$ cat config.mk
export PLATFORM = sky130hd
export DESIGN_NAME = riscv_multicycle_ctrl
export DESIGN_NICKNAME = d
export VERILOG_FILES = /design/src/rtl/riscv_ctrl_pkg.sv /design/src/rtl/riscv_multicycle_ctrl_wait_timer.sv /design/src/rtl/riscv_multicycle_ctrl.sv
export SDC_FILE = /design/constraint.sdc
export NUM_CORES = 1
export LEC_CHECK = 0
export BUFFER_PORTS_ARGS = -buffer_cell sky130_fd_sc_hd__buf_2
export CAP_MARGIN = 0
export CORE_UTILIZATION = 50
export CTS_BUF_LIST = sky130_fd_sc_hd__clkbuf_4 sky130_fd_sc_hd__clkbuf_8
export DETAILED_ROUTE_END_ITERATION = 7
export PLACE_DENSITY = 0.79
export SYNTH_ARGS = -nofsm -noshare
export SYNTH_HDL_FRONTEND = slang
export SYNTH_SLANG_ARGS = --single-unit
$ cat constraint.sdc
create_clock -name clk -period 2.1 [get_ports clk]
set_input_delay 0.105 -clock clk [delete_from_list [all_inputs] [get_ports clk]]
set_output_delay 0.105 -clock clk [all_outputs]
set_load 0.05 [all_outputs]
$ cat src/rtl/riscv_ctrl_pkg.sv
// Shared encodings for the multi-cycle RISC-V control FSM: opcodes, states,
// ALU/write-back selects and trap causes.
package riscv_ctrl_pkg;

  localparam logic [6:0] OP_RTYPE  = 7'b0110011;
  localparam logic [6:0] OP_LOAD   = 7'b0000011;
  localparam logic [6:0] OP_IARITH = 7'b0010011;
  localparam logic [6:0] OP_STORE  = 7'b0100011;
  localparam logic [6:0] OP_BRANCH = 7'b1100011;
  localparam logic [6:0] OP_JAL    = 7'b1101111;
  localparam logic [6:0] OP_JALR   = 7'b1100111;
  localparam logic [6:0] OP_HALT   = 7'b1111111;

  typedef enum logic [2:0] {
    S_FETCH, S_DECODE, S_EXEC, S_MEM, S_WB, S_HALT, S_TRAP
  } state_t;

  localparam logic [1:0] ALU_ADD    = 2'b00;
  localparam logic [1:0] ALU_BRANCH = 2'b01;
  localparam logic [1:0] ALU_FUNCT  = 2'b10;

  localparam logic [1:0] WB_ALU = 2'b00;
  localparam logic [1:0] WB_MEM = 2'b01;
  localparam logic [1:0] WB_PC4 = 2'b10;

  localparam logic [1:0] CAUSE_NONE    = 2'b00;
  localparam logic [1:0] CAUSE_ILLEGAL = 2'b01;
  localparam logic [1:0] CAUSE_TIMEOUT = 2'b10;

  function automatic logic is_known_op(input logic [6:0] op);
    return (op == OP_RTYPE) || (op == OP_LOAD) || (op == OP_IARITH) ||
           (op == OP_STORE) || (op == OP_BRANCH) || (op == OP_JAL) ||
           (op == OP_JALR);
  endfunction

endpackage

$ cat src/rtl/riscv_multicycle_ctrl_wait_timer.sv
// Wait-state counter for memory handshakes; flags the last permitted cycle
// of a FETCH or MEM wait that still has no ready.
module ctrl_wait_timer #(
  parameter int TIMEOUT_CYCLES = 16
) (
  input  logic clk,
  input  logic reset,
  input  logic active,
  input  logic ready,
  input  logic clear,
  output logic expired
);

  localparam int CW = $clog2(TIMEOUT_CYCLES) + 1;
  localparam logic [CW-1:0] LAST = CW'(TIMEOUT_CYCLES - 1);

  logic [CW-1:0] cnt;

  // Saturates at LAST so a disabled timeout never wraps back to zero.
  always_ff @(posedge clk or posedge reset) begin
    if (reset) begin
      cnt <= '0;
    end else if (clear) begin
      cnt <= '0;
    end else if (active && !ready && (cnt != LAST)) begin
      cnt <= cnt + CW'(1);
    end
  end

  assign expired = active && !ready && (cnt == LAST);

endmodule

$ cat src/rtl/riscv_multicycle_ctrl.sv
// Multi-cycle control FSM: sequences FETCH/DECODE/EXEC/MEM/WB with memory
// wait states, sticky HALT/TRAP and a retired-instruction counter.
module riscv_multicycle_ctrl #(
  parameter int OPCODE_W       = 7,
  parameter int CNT_W          = 32,
  parameter int TIMEOUT_EN     = 1,
  parameter int TIMEOUT_CYCLES = 16
) (
  input  logic                clk,
  input  logic                reset,
  input  logic [OPCODE_W-1:0] opcode,
  input  logic                imem_ready,
  input  logic                dmem_ready,
  output logic                imem_req,
  output logic                dmem_req,
  output logic                ir_write,
  output logic                pc_write,
  output logic                alu_src,
  output logic [1:0]          alu_op,
  output logic                mem_read,
  output logic                mem_write,
  output logic                reg_write,
  output logic [1:0]          wb_sel,
  output logic                branch,
  output logic                jump,
  output logic                jalr,
  output logic                halted,
  output logic                trap,
  output logic [1:0]          trap_cause,
  output logic                instr_retired,
  output logic [CNT_W-1:0]    retired_count
);

  import riscv_ctrl_pkg::*;

  state_t     state, state_nxt;
  logic [6:0] op_cur, op_q;
  logic       is_rtype, is_load, is_iarith, is_store, is_branch, is_jal, is_jalr;
  logic       wait_active, wait_ready, wait_clear, wait_expired, timeout;

  assign op_cur    = 7'(opcode);
  assign is_rtype  = (op_q == OP_RTYPE);
  assign is_load   = (op_q == OP_LOAD);
  assign is_iarith = (op_q == OP_IARITH);
  assign is_store  = (op_q == OP_STORE);
  assign is_branch = (op_q == OP_BRANCH);
  assign is_jal    = (op_q == OP_JAL);
  assign is_jalr   = (op_q == OP_JALR);

  assign wait_active = (state == S_FETCH) || (state == S_MEM);
  assign wait_ready  = (state == S_FETCH) ? imem_ready : dmem_ready;
  assign wait_clear  = (state_nxt != state);
  assign timeout     = (TIMEOUT_EN != 0) && wait_expired;

  ctrl_wait_timer #(
    .TIMEOUT_CYCLES(TIMEOUT_CYCLES)
  ) u_wait_timer (
    .clk    (clk),
    .reset  (reset),
    .active (wait_active),
    .ready  (wait_ready),
    .clear  (wait_clear),
    .expired(wait_expired)
  );

  // Ready in the final wait cycle is checked first, so it beats the timeout.
  always_comb begin
    state_nxt = state;
    unique case (state)
      S_FETCH: begin
        if (imem_ready)   state_nxt = S_DECODE;
        else if (timeout) state_nxt = S_TRAP;
      end
      S_DECODE: begin
        if (op_cur == OP_HALT)         state_nxt = S_HALT;
        else if (!is_known_op(op_cur)) state_nxt = S_TRAP;
        else                           state_nxt = S_EXEC;
      end
      S_EXEC: begin
        if (is_branch)               state_nxt = S_FETCH;
        else if (is_load || is_store) state_nxt = S_MEM;
        else                         state_nxt = S_WB;
      end
      S_MEM: begin
        if (dmem_ready)   state_nxt = is_load ? S_WB : S_FETCH;
        else if (timeout) state_nxt = S_TRAP;
      end
      S_WB:    state_nxt = S_FETCH;
      default: state_nxt = state;
    endcase
  end

  always_ff @(posedge clk or posedge reset) begin
    if (reset) begin
      state         <= S_FETCH;
      op_q          <= '0;
      trap_cause    <= CAUSE_NONE;
      retired_count <= '0;
    end else begin
      state <= state_nxt;
      if (state == S_DECODE) op_q <= op_cur;
      if ((state_nxt == S_TRAP) && (state != S_TRAP))
        trap_cause <= (state == S_DECODE) ? CAUSE_ILLEGAL : CAUSE_TIMEOUT;
      if (instr_retired) retired_count <= retired_count + CNT_W'(1);
    end
  end

  // Outputs are forced low while reset is held so requests drop at once.
  always_comb begin
    imem_req      = 1'b0;
    dmem_req      = 1'b0;
    ir_write      = 1'b0;
    pc_write      = 1'b0;
    alu_src       = 1'b0;
    alu_op        = ALU_ADD;
    mem_read      = 1'b0;
    mem_write     = 1'b0;
    reg_write     = 1'b0;
    wb_sel        = WB_ALU;
    branch        = 1'b0;
    jump          = 1'b0;
    jalr          = 1'b0;
    halted        = 1'b0;
    trap          = 1'b0;
    instr_retired = 1'b0;
    if (!reset) begin
      unique case (state)
        S_FETCH: begin
          imem_req = 1'b1;
          ir_write = imem_ready;
        end
        S_EXEC: begin
          alu_src = is_load || is_store || is_iarith || is_jalr;
          if (is_rtype || is_iarith) alu_op = ALU_FUNCT;
          else if (is_branch)        alu_op = ALU_BRANCH;
          branch        = is_branch;
          pc_write      = is_branch;
          instr_retired = is_branch;
        end
        S_MEM: begin
          dmem_req      = 1'b1;
          mem_read      = is_load;
          mem_write     = is_store;
          pc_write      = is_store && dmem_ready;
          instr_retired = is_store && dmem_ready;
        end
        S_WB: begin
          reg_write     = 1'b1;
          pc_write      = 1'b1;
          instr_retired = 1'b1;
          if (is_load)               wb_sel = WB_MEM;
          else if (is_jal || is_jalr) wb_sel = WB_PC4;
          jump = is_jal;
          jalr = is_jalr;
        end
        S_HALT:  halted = 1'b1;
        S_TRAP:  trap   = 1'b1;
        default: ;
      endcase
    end
  end

endmodule

==> reports/qor.yml <==
die:
  core.rowCount: 26
  dieHeight_um: 75.6
  dieWidth_um: 75.6
  initial_core_util_pct: 52.3
  ioPinCount: 63
  dieArea_um2: 5710
  design.core.area_um2: 5170
cts:
  tritoncts: "yes"
  cts_root_buffer: "clkbuf_8"
  clkSinkCount: 49
  clk_latency_ns: 0.30
  cts_buffer_depth: 2
  h-tree-depth: 2
  cts.clk_slew.worst_paths_ns: 0.09
  numCtsBuffers: 5
drt:
  wl_per_cell_um: 15.1
  drc: 0
  firstDrtPassIters: 4
  routed_wl_um: 6280
  drt_iter0_markers: 285
  dr_total_vias: 2297
  via_per_inst: 5.51
  drtAntennaViolNets: 0
finish:
  multiInputGateArea_um2: 1450
  final_common_cell: "buf_2"
  syn_to_final_growth_pct: 26.7
  drive_gt1_share_pct: 37.2
  fin_nets: 360
  finalInstanceArea_um2: 3430
  layout_common_cells: "56 x buf_2, 46 x dfrtp_1, 26 x xnor2_1"
  n_antenna_cell: 0
  final_util_pct: 66.3
  register_area_um2: 1230
  fillCellCount: 400
worst_setup_path:
  cp_data_arrival_time_ns: 1.96
  crit_family: "buffers and inverters"
  required_ns: 2.00
  path_class: "input pin to output pin"
  crit_buf_inv: 4
  cp-end-kind: "output pin"
  cp_cell_sequence: "dlygate4sd3_1 > buf_2 > or4b_4 > buf_4 > nor3_2 > buf_4"
  slowest_delay_ns: 0.54
  start_kind: "input pin"
  crit_path_top_delay_cell: "dlygate4sd3_1"
  cp_max_fo: 7
  crit_top_cell: "buf_4"
job:
  maxCapViolCount: 0
timing:
  fin_crit_ns: 2.07
  slew_headroom_pct: 64.5
  fmax_mhz: 484
  tightest_slew_ns: 0.532
  slew_violations: 0
  hold_viol_final: 0
  rsz0062_at_grt: "true"
  min_period_over_period_pct: 98.5
  finalClockSkew_ns: 0.00645
  whs_ns: 0.0662
  final-setup-viol-count: 0
placement:
  port_buffers: 62
  dpl.hpwl_um: 4670
  place_congestion: 0.880
  placed_area_um2: 3220
global_route:
  grt.overflow.total: 0
  busiest_layer: "met2"
  grt_pass1_wl_um: 9850
  grt_util_met3_pct: 3.84
  grt_usage_pct: 23.1
  first_global_vias: 2069
  met1_usage_pct: 31.6
  grt_max_degree: 25
  grtUsageMet2_pct: 37.2
  antenna_found_initial: 0
yosys:
  ys_seq_area_share_pct: 45.3
  postSynthCellCount: 266
  ys_ff_latch: 49
  syn-cell-area_um2: 2710
  syn_area_per_cell_um2: 10.2
  yosys_warnings: 0
  synth_nets: 280
  async_reset_ff_share_pct: 100
  ys_types: 56
  ys.flop_type: "dfrtp_1"
  synth_edf_count: 0
hold_path:
  hold_path.class: "input pin to register"
power:
  ir_drop_uv: 519
  p_leak_nw: 1.77
  power.density_nw_per_um2: 497
status:
  status: "finished, final reports clean"
[Yosys cell counts, types with 6 or more instances]
| master | count | share of area (%) |
|---|---|---|
| dfrtp_1 | 49 | 45 |
| xnor2_1 | 26 | 8.4 |
| nor2_1 | 22 | 3.0 |
| nand3_1 | 19 | 3.5 |
| nand2_1 | 18 | 2.5 |
| nand4_1 | 12 | 2.8 |
| inv_1 | 10 | 1.4 |
| and3_1 | 9 | 2.1 |
| nor3_1 | 9 | 1.7 |
| mux2_2 | 8 | 3.3 |
| xor2_1 | 8 | 2.6 |
| clkbuf_1 | 6 | 0.83 |
[power by group]
| group | total [mW] | internal, mW | switching, mW |
|---|---|---|---|
| registers | 0.949 | 0.947 | 0.00240 |
| clock network | 0.683 | 0.357 | 0.326 |
| logic | 0.0741 | 0.0239 | 0.0502 |
[cell type report]
| type | instances | share of cell area (%) |
|---|---|---|
| inverters | 10 | 1.20 |
| flip-flops and latches | 49 | 35.8 |
| well taps | 70 | 2.55 |
| multi-input cells | 196 | 42.3 |
| clock inverters | 3 | 1.28 |
| repair buffers | 84 | 14.8 |
| clock buffers | 5 | 2.01 |
[per-layer routing]
layer,part of all wire (%),up-vias
met4,1.4,0
li1,-,1116
met1,47,1093
met3,4.6,6
met5,0,-
met2,47,82
[worst paths after layout]
| path | cells past startpoint | to | startpoint | slack [ns] |
|---|---|---|---|---|
| max | 6 | wb_sel[0] | reset | 0.03 |
| min | 2 | op_q[0] | opcode[0] | 0.07 |
| max reg2reg | 8 | trap_cause[0] | u_wait_timer.cnt[1] | 0.14 |
| min reg2reg | 1 | retired_count[31] | retired_count[31] | 0.49 |
| max in group asynchronous | 4 | u_wait_timer.cnt[0] | reset | 1.07 |
| min in group asynchronous | 3 | state[2] | reset | 0.46 |
[sequential cells by signal (all words and copies together), names as in the netlist]
| signal | flops |
|---|---|
| retired_count | 32 |
| op_q | 7 |
| trap_cause | 2 |
| u_wait_timer.cnt | 5 |
| state | 3 |
[worst register-to-register path, cell delays in order, from the launching register on]
cell and delay [ns]:
dfrtp_1 0.41, ha_1 0.20, and3_1 0.18, ha_2 0.22
nand2b_1 0.12, nand3b_1 0.11, nand4_1 0.07, or3_1 0.36
a41o_1 0.20
[kinds of logic (layout without fill, tap and decap cells)]
family | Yosys count | in the layout | share of synthesized area [%]
AO/OA/AOI/OAI | 31 | 31 | 9.10
XOR/XNOR | 34 | 34 | 11.0
adder cells (fa/ha/maj) | 3 | 3 | 1.39
buffers and inverters | 21 | 102 | 3.79
flip-flops | 49 | 49 | 45.3
multiplexers | 9 | 9 | 3.70
AND/OR/NAND/NOR | 119 | 119 | 25.7
[stage by stage]
stage	power (mW)	setup WS [ns]	std cells	setup TNS, ns
6_report	1.71	0.0323	417	0
2_1_floorplan	1.01	-0.343	266	-0.886
4_1_cts	1.72	0.00792	414	0
5_1_grt	1.77	-0.0128	417	-0.0202
3_5_place_dp	1.04	-0.0594	404	-0.0594
3_3_place_gp	1.04	0.0751	404	0
[what timing repair did]
| action | CTS | global route |
|---|---|---|
| endpoints found under the hold margin | 21 | 0 |
| pin swaps | 2 | 3 |
| endpoints found under the setup margin | 4 | 19 |
| gates cloned | 0 | 0 |
| gates resized for setup | 6 | 11 |
| setup buffers | 1 | 3 |
| hold buffers | 1 | 0 |
No activity file was read; power rests on OpenSTA's default activity.
